File: config.mk
export PLATFORM = sky130hd
export DESIGN_NAME = sklansky_sub8_pipe_flat
export DESIGN_NICKNAME = d
export VERILOG_FILES = /design/src/rtl/sklansky_sub8_pipe_if.sv /design/src/rtl/sklansky_sub8_pipe.sv /design/src/flat_wrapper.sv
export SDC_FILE = /design/constraint.sdc
export NUM_CORES = 1
export LEC_CHECK = 0
export BUFFER_PORTS_ARGS = -buffer_cell sky130_fd_sc_hd__clkbuf_2
export CAP_MARGIN = 20
export CORE_UTILIZATION = 35
export CTS_BUF_LIST = sky130_fd_sc_hd__clkbuf_8
export DETAILED_ROUTE_END_ITERATION = 12
export SLEW_MARGIN = 20
export SYNTH_ARGS = -nofsm -noshare
export SYNTH_HDL_FRONTEND = slang
export SYNTH_SLANG_ARGS = --single-unit
File: constraint.sdc
create_clock -name clk -period 3.4 [get_ports clk]
set_clock_uncertainty 0.05 [all_clocks]
set_input_delay 0.17 -clock clk [delete_from_list [all_inputs] [get_ports clk]]
set_output_delay 0.17 -clock clk [all_outputs]
set_load 0.01 [all_outputs]
File: src/rtl/sklansky_sub8_pipe_if.sv
// Handshake and operand/result bundle for the pipelined Sklansky subtractor.
// The master side issues operands and consumes results; the slave side is the subtractor.
interface sklansky_sub8_pipe_if #(
    parameter int WIDTH = 8
);
    logic             in_valid;
    logic             in_ready;
    logic [WIDTH-1:0] a;
    logic [WIDTH-1:0] b;
    logic             bin;
    logic             out_valid;
    logic             out_ready;
    logic [WIDTH-1:0] d;
    logic             bout;
    logic             ovf;
    logic             zero;

    modport master (
        output in_valid, a, b, bin, out_ready,
        input  in_ready, out_valid, d, bout, ovf, zero
    );

    modport slave (
        input  in_valid, a, b, bin, out_ready,
        output in_ready, out_valid, d, bout, ovf, zero
    );
endinterface

File: src/rtl/sklansky_sub8_pipe.sv
// Two-stage pipelined subtractor d = a - b - bin, computed as a + ~b + ~bin on a
// Sklansky prefix network; stage 1 registers the prefix, stage 2 the sum and flags.
module sklansky_sub8_pipe #(
    parameter int WIDTH = 8
) (
    input  logic                 clk,
    input  logic                 rst,
    sklansky_sub8_pipe_if.slave  bus
);
    localparam int LOG = $clog2(WIDTH);

    // Position of the last bit in the lower half of the aligned 2^(k+1) block holding j.
    function automatic int blk_tail(input int j, input int k);
        return ((j >> (k + 32'sd1)) << (k + 32'sd1)) + (32'sd1 << k) - 32'sd1;
    endfunction

    logic [WIDTH-1:0] lvl_g_s [0:LOG];
    logic [WIDTH-1:0] lvl_p_s [0:LOG];
    logic             cin_s;

    logic             s2_adv_s;
    logic             s1_adv_s;
    logic             in_take_s;
    logic             s1_move_s;

    logic             s1_valid_q;
    logic [WIDTH:0]   g1_q;
    logic [WIDTH-1:0] p1_q;
    logic             a_msb_q;
    logic             b_msb_q;
    logic [WIDTH:0]   g1_d;

    logic             s2_valid_q;
    logic [WIDTH-1:0] d_q;
    logic             bout_q;
    logic             ovf_q;
    logic             zero_q;
    logic [WIDTH-1:0] d_d;
    logic             bout_d;
    logic             ovf_d;
    logic             zero_d;

    // Carry-in is folded into bit 0's generate so the tree itself stays log2(WIDTH) deep.
    always_comb begin
        cin_s         = ~bus.bin;
        lvl_p_s[0]    = bus.a ^ ~bus.b;
        lvl_g_s[0]    = bus.a & ~bus.b;
        lvl_g_s[0][0] = lvl_g_s[0][0] | (lvl_p_s[0][0] & cin_s);
        for (int k = 0; k < LOG; k++) begin
            for (int j = 0; j < WIDTH; j++) begin
                if (j[k]) begin
                    lvl_g_s[k+1][j] = lvl_g_s[k][j] | (lvl_p_s[k][j] & lvl_g_s[k][blk_tail(j, k)]);
                    lvl_p_s[k+1][j] = lvl_p_s[k][j] & lvl_p_s[k][blk_tail(j, k)];
                end else begin
                    lvl_g_s[k+1][j] = lvl_g_s[k][j];
                    lvl_p_s[k+1][j] = lvl_p_s[k][j];
                end
            end
        end
    end

    // Flow control and next-state values for both stages.
    always_comb begin
        s2_adv_s  = ~s2_valid_q | bus.out_ready;
        s1_adv_s  = ~s1_valid_q | s2_adv_s;
        in_take_s = bus.in_valid & s1_adv_s;
        s1_move_s = s1_valid_q & s2_adv_s;
        g1_d      = {lvl_g_s[LOG], cin_s};
        d_d       = p1_q ^ g1_q[WIDTH-1:0];
        bout_d    = ~g1_q[WIDTH];
        ovf_d     = (a_msb_q != b_msb_q) & (d_d[WIDTH-1] != a_msb_q);
        zero_d    = ~|d_d;
    end

    // Pipeline registers; operand data loads only on a real handshake.
    always_ff @(posedge clk) begin
        if (rst) begin
            s1_valid_q <= 1'b0;
            g1_q       <= {(WIDTH+1){1'b0}};
            p1_q       <= {WIDTH{1'b0}};
            a_msb_q    <= 1'b0;
            b_msb_q    <= 1'b0;
            s2_valid_q <= 1'b0;
            d_q        <= {WIDTH{1'b0}};
            bout_q     <= 1'b0;
            ovf_q      <= 1'b0;
            zero_q     <= 1'b0;
        end else begin
            if (s1_adv_s) begin
                s1_valid_q <= bus.in_valid;
            end
            if (in_take_s) begin
                g1_q    <= g1_d;
                p1_q    <= lvl_p_s[0];
                a_msb_q <= bus.a[WIDTH-1];
                b_msb_q <= bus.b[WIDTH-1];
            end
            if (s2_adv_s) begin
                s2_valid_q <= s1_valid_q;
            end
            if (s1_move_s) begin
                d_q    <= d_d;
                bout_q <= bout_d;
                ovf_q  <= ovf_d;
                zero_q <= zero_d;
            end
        end
    end

    assign bus.in_ready  = s1_adv_s;
    assign bus.out_valid = s2_valid_q;
    assign bus.d         = d_q;
    assign bus.bout      = bout_q;
    assign bus.ovf       = ovf_q;
    assign bus.zero      = zero_q;
endmodule
File: src/flat_wrapper.sv
// flat-port wrapper written by rule: the top's interface ports become plain ports
module sklansky_sub8_pipe_flat 
#(
    parameter int WIDTH = 8
)
  (clk, rst, bus_in_valid, bus_a, bus_b, bus_bin, bus_out_ready, bus_in_ready, bus_out_valid, bus_d, bus_bout, bus_ovf, bus_zero);
  sklansky_sub8_pipe_if #(.WIDTH(WIDTH)) bus_i ();
  input  logic clk;
  input  logic rst;
  input wire logic [$bits(bus_i.in_valid)-1:0] bus_in_valid;
  input wire logic [$bits(bus_i.a)-1:0] bus_a;
  input wire logic [$bits(bus_i.b)-1:0] bus_b;
  input wire logic [$bits(bus_i.bin)-1:0] bus_bin;
  input wire logic [$bits(bus_i.out_ready)-1:0] bus_out_ready;
  output wire logic [$bits(bus_i.in_ready)-1:0] bus_in_ready;
  output wire logic [$bits(bus_i.out_valid)-1:0] bus_out_valid;
  output wire logic [$bits(bus_i.d)-1:0] bus_d;
  output wire logic [$bits(bus_i.bout)-1:0] bus_bout;
  output wire logic [$bits(bus_i.ovf)-1:0] bus_ovf;
  output wire logic [$bits(bus_i.zero)-1:0] bus_zero;
  assign bus_i.in_valid = bus_in_valid;
  assign bus_i.a = bus_a;
  assign bus_i.b = bus_b;
  assign bus_i.bin = bus_bin;
  assign bus_i.out_ready = bus_out_ready;
  assign bus_in_ready = bus_i.in_ready;
  assign bus_out_valid = bus_i.out_valid;
  assign bus_d = bus_i.d;
  assign bus_bout = bus_i.bout;
  assign bus_ovf = bus_i.ovf;
  assign bus_zero = bus_i.zero;
  sklansky_sub8_pipe #(.WIDTH(WIDTH)) u_core (.clk(clk), .rst(rst), .bus(bus_i));
endmodule
# Word level (Yosys, flattened, before mapping)
# Cells that the tools add are included.
word_totals:
  elab_cells: 58
  regBits: 32
  out_inout_bits: 13
  input_bits: 21
classes:
  reduce_logical: 2
  n_eq_ne: 2
  bitwise: 44
op_table:
  columns: ["op", "n"]
  rows:
  - ["1-bit AND", 21]
  - ["8-bit XOR", 2]
  - ["1-bit bitwise OR", 15]
  - ["8-bit AND", 1]
  - ["8-bit inverter", 1]
  - ["8-bit OR reduction", 1]
  - ["1-bit inverter", 4]
  - ["1-bit inequality test", 2]
  - ["1-bit zero test", 1]

# Logic depth before layout (Yosys ltp)
depth:
  depth_word: 10
  depth_mapped: 7
  mapped_depth_nobuf: 7

# Worst setup path after synthesis
# Ideal clock, no wire load.
synth_timing:
  path_kind: "input to register"
  from: "input bus_b[2]"
  to: "register u_core.g1_q[7]"
  n_path_buf: 0
  setup_time_ns: 0.137
  t_arrival_ns: 1.230
  t_required_ns: 3.213
  path_slack_ns: 1.983
  cell_stages: 7
  path_cell_list: "inv_1 > ha_1 > a21o_1 > a21oi_1 > o21ai_1 > a41oi_1 > a211oi_2"
synth_lines:
  columns: ["item", "line_no", "rtl"]
  rows:
  - ["start: declaration", "flat_wrapper.sv:12", "input wire logic [$bits(bus_i.b)-1:0] bus_b;"]
  - ["end signal: assignment", "sklansky_sub8_pipe.sv:79", "g1_q <= {(WIDTH+1){1'b0}};"]
  - ["end signal: assignment", "sklansky_sub8_pipe.sv:93", "g1_q <= g1_d;"]
  - ["end: declaration", "sklansky_sub8_pipe.sv:27", "logic [WIDTH:0] g1_q;"]

# Worst setup path in the final report
layout_timing:
  from: "register u_core.s2_valid_q, in the netlist u_core.bus.out_valid"
  to: "register u_core.g1_q[8]"
layout_between:
  elab_chain_cells: 4
layout_lines:
  columns: ["item", "line_no", "rtl"]
  rows:
  - ["start: declaration", "sklansky_sub8_pipe.sv:33", "logic s2_valid_q;"]
  - ["start signal: assignment", "sklansky_sub8_pipe.sv:99", "s2_valid_q <= s1_valid_q;"]
  - ["1-bit inverter", "sklansky_sub8_pipe.sv:64", "s2_adv_s = ~s2_valid_q | bus.out_ready;"]
  - ["1-bit bitwise OR", "sklansky_sub8_pipe.sv:64", null]
  - ["1-bit bitwise OR", "sklansky_sub8_pipe.sv:65", "s1_adv_s = ~s1_valid_q | s2_adv_s;"]
  - ["1-bit AND", "sklansky_sub8_pipe.sv:66", "in_take_s = bus.in_valid & s1_adv_s;"]
# No other way between the ends.
# A chain may end at the register's enable or synchronous reset.

==> results.json <==
{
  "vias": 1207,
  "start_kind": "flop",
  "crit_path_cell_trace": "nor2b_4 > nand2_2 > nand2_1 > nor2_1 > a311oi_1",
  "critPathLaunch": "u_core.bus.out_valid$_SDFFE_PP0P_",
  "clock.fmax_mhz": 702.5,
  "p_leak_nw": 0.8367,
  "relSlewSlack": 0.5379,
  "clkLatencyLatePin_ps": 280,
  "ys_warn_count": 0,
  "track_usage": 0.1387,
  "synthesis.instances": 181,
  "clockPowerShare": 0.345,
  "setup_tns_ps": 0,
  "fin_nets": 240,
  "final_max_slew_viol_count": 0,
  "power_mw": 0.8357,
  "rr_startpoint": "u_core.bus.out_valid$_SDFFE_PP0P_",
  "synth_area_per_cell_um2": 8.275,
  "ys_seq_elements": 32,
  "fin_ws_ps": 1977,
  "ant_nets": 0,
  "route.detailed.drc": 0,
  "setup_viol": 0,
  "drtPass1Iterations": 4,
  "rr_endpoint": "u_core.g1_q[8]$_SDFFE_PP0P_",
  "core_area_um2": 4058,
  "synth-async-reset-ratio": 0,
  "n_antenna_cell": 0,
  "hold_start": "bus_bin",
  "wl_per_cell_um": 10.52,
  "h-tree-depth": 2,
  "crit_path_max_fanout": 13,
  "routed-wl-met2_um": 1174,
  "dr.max_layer_used": "met4",
  "worst_ep_arrival_time_ps": 1560,
  "grt_max_degree": 34,
  "rsz0062_at_grt": "false",
  "yosysTopAreaCell": "dfxtp_1",
  "swShare": 0.2638,
  "hp-class": "primary input to flop",
  "seqPwrFrac": 0.497,
  "cts_resized": 0,
  "drv_cap": 0,
  "synth_nets": 210,
  "worst_pin_slew_ps": 693.1,
  "root_buffer": "clkbuf_8",
  "clockBufferDepth": 2,
  "cts_sinks": 32,
  "fin_crit_sh": 0.4186,
  "die_area_um2": 4545,
  "start_util": 0.3691,
  "die-height_um": 67.42,
  "cts.clk_slew.worst_paths_ps": 60,
  "fin_area_um2": 1748,
  "cp-endpoint": "u_core.g1_q[8]$_SDFFE_PP0P_",
  "power_density_nw_per_um2": 478.1,
  "gp_congestion": 0.7118,
  "grt_pass1_wl_um": 4616,
  "ff2ff_path_depth": 5,
  "cts_hold_buf": 0,
  "seq_area_frac_synth": 0.4277,
  "first_global_vias": 1035,
  "worst_path_largest_cell_delay_ps": 370,
  "r2r_slack_ps": 1980,
  "die_w_um": 67.42,
  "vdd_ir_drop_max_mv": 0.1527,
  "intPower_mw": 0.6152,
  "synth_most_common_cell": "nand2_1",
  "wirelength_um": 2756,
  "overflow": 0,
  "postCtsSetupBuffers": 0,
  "netlist.area_leader.share": 0.4277,
  "synth_cell_types": 31,
  "viasPerCell": 4.607,
  "tritoncts": "yes",
  "p_switching_mw": 0.2205,
  "dr_wl_met3_um": 107,
  "ys.flop_type": "dfxtp_1",
  "ios": 34,
  "netlist_top_cells_count": "nand2_1, dfxtp_1, a21oi_1",
  "dpl_cell_area_um2": 1658,
  "layout-drive-gt1-share": 0.2170,
  "hpwlAfterDp_um": 1997,
  "area_delta_synth_final_pct": 16.71,
  "status": "complete, no violations",
  "hold_viol_final": 0,
  "grt_antenna_before_repair": 0,
  "crit_type": "flop to flop",
  "worst_setup_path_end_kind": "flop",
  "cp_slowest_cell": "nand2_1",
  "synth_edf_count": 0,
  "drt_iter0_drc": 64,
  "syn_area_um2": 1498,
  "wl_met1_um": 1408,
  "port-buffer-count": 33,
  "layout_min_cycle_time_ps": 1423,
  "crit_required_ps": 3540,
  "numCtsBuffers": 5,
  "synth_area_leaders": "dfxtp_1, nand2_1, a21oi_1, ha_1, nor2_1",
  "power_frac_comb": 0.158,
  "post-place-ws_ps": 1751,
  "num_rows": 23
}
## cell type report
cell class,count,area (um2)
clock buffer,6,82.58
clock inverter,2,7.507
fill,438,2310
inverter,10,37.54
multi-input combinational,129,752.0
sequential,32,640.6
tap,50,62.56
timing repair buffer,33,165.2
## power by group through the flow
stage	Clock [mW]	Sequential [mW]	Combinational, mW
detailed placement	0	0.424	0.134
CTS	0.294	0.416	0.135
global route	0.310	0.419	0.152
finish	0.288	0.415	0.132
floorplan	0	0.425	0.0973
global placement	0	0.424	0.133
## routing by layer
metal / up-vias / track usage
met5: - / 0
met4: 0 / 0.07181
met3: 7 / 0.04561
met2: 23 / 0.2038
met1: 515 / 0.1790
li1: 662 / -
## how the worst min path moves through the flow
stage	endpoint	slack, ps	cells after the start
floorplan	u_core.g1_q[0]$_SDFFE_PP0P_	210	1
global placement	u_core.g1_q[0]$_SDFFE_PP0P_	330	2
detailed placement	u_core.g1_q[0]$_SDFFE_PP0P_	330	2
CTS	u_core.g1_q[0]$_SDFFE_PP0P_	40	2
global route	u_core.g1_q[0]$_SDFFE_PP0P_	50	2
finish	u_core.g1_q[0]$_SDFFE_PP0P_	40	2
## kinds of logic (layout without fill, tap and decap cells)
family	Yosys count	after routing	share of synthesized area
compound gates	37	37	0.1596
xor+xnor	8	8	0.04679
fa+ha+maj	8	8	0.06684
buf+inv	20	51	0.07017
flops	32	32	0.4277
mux	2	2	0.01337
simple gates	74	74	0.2155
## placed cells by master, fill, tap and decap left out, types with 2 or more instances in the layout
cell type,netlist,routed
a211oi_1,2,2
a211oi_2,4,4
a21o_1,3,3
a21oi_1,23,23
clkbuf_2,0,33
clkbuf_8,0,6
dfxtp_1,32,32
ha_1,8,8
inv_1,10,12
mux2i_1,2,2
nand2_1,39,39
nand3_1,2,2
nor2_1,20,20
nor3_1,4,4
nor4_1,2,2
xor2_1,8,8
## sequential cells by signal, summed over array words and instances (netlist names)
| name | cells |
|---|---|
| u_core.bus.zero | 1 |
| u_core.bus.ovf | 1 |
| u_core.g1_q | 9 |
| u_core.bus.out_valid | 1 |
| u_core.s1_valid_q | 1 |
| u_core.bus.d | 8 |
| u_core.bus.bout | 1 |
| u_core.b_msb_q | 1 |
| u_core.p1_q | 8 |
| u_core.a_msb_q | 1 |
## worst max-delay path, delay by kind of cell, from the launching register on
family | cells | cell delay [ps]
compound gates | 1 | 250
simple gates | 4 | 710
flops | 1 | 330
## per-stage QoR
step	util	cells	hold WS, ps
detailed placement	0.4086	254	333.7
CTS	0.4308	262	36.76
finish	0.4308	262	41.17
global placement	0.4086	254	334.6
floorplan	-	181	212.4
global route	0.4308	262	48.40
Note: power is estimated with default switching activity, not from simulation.
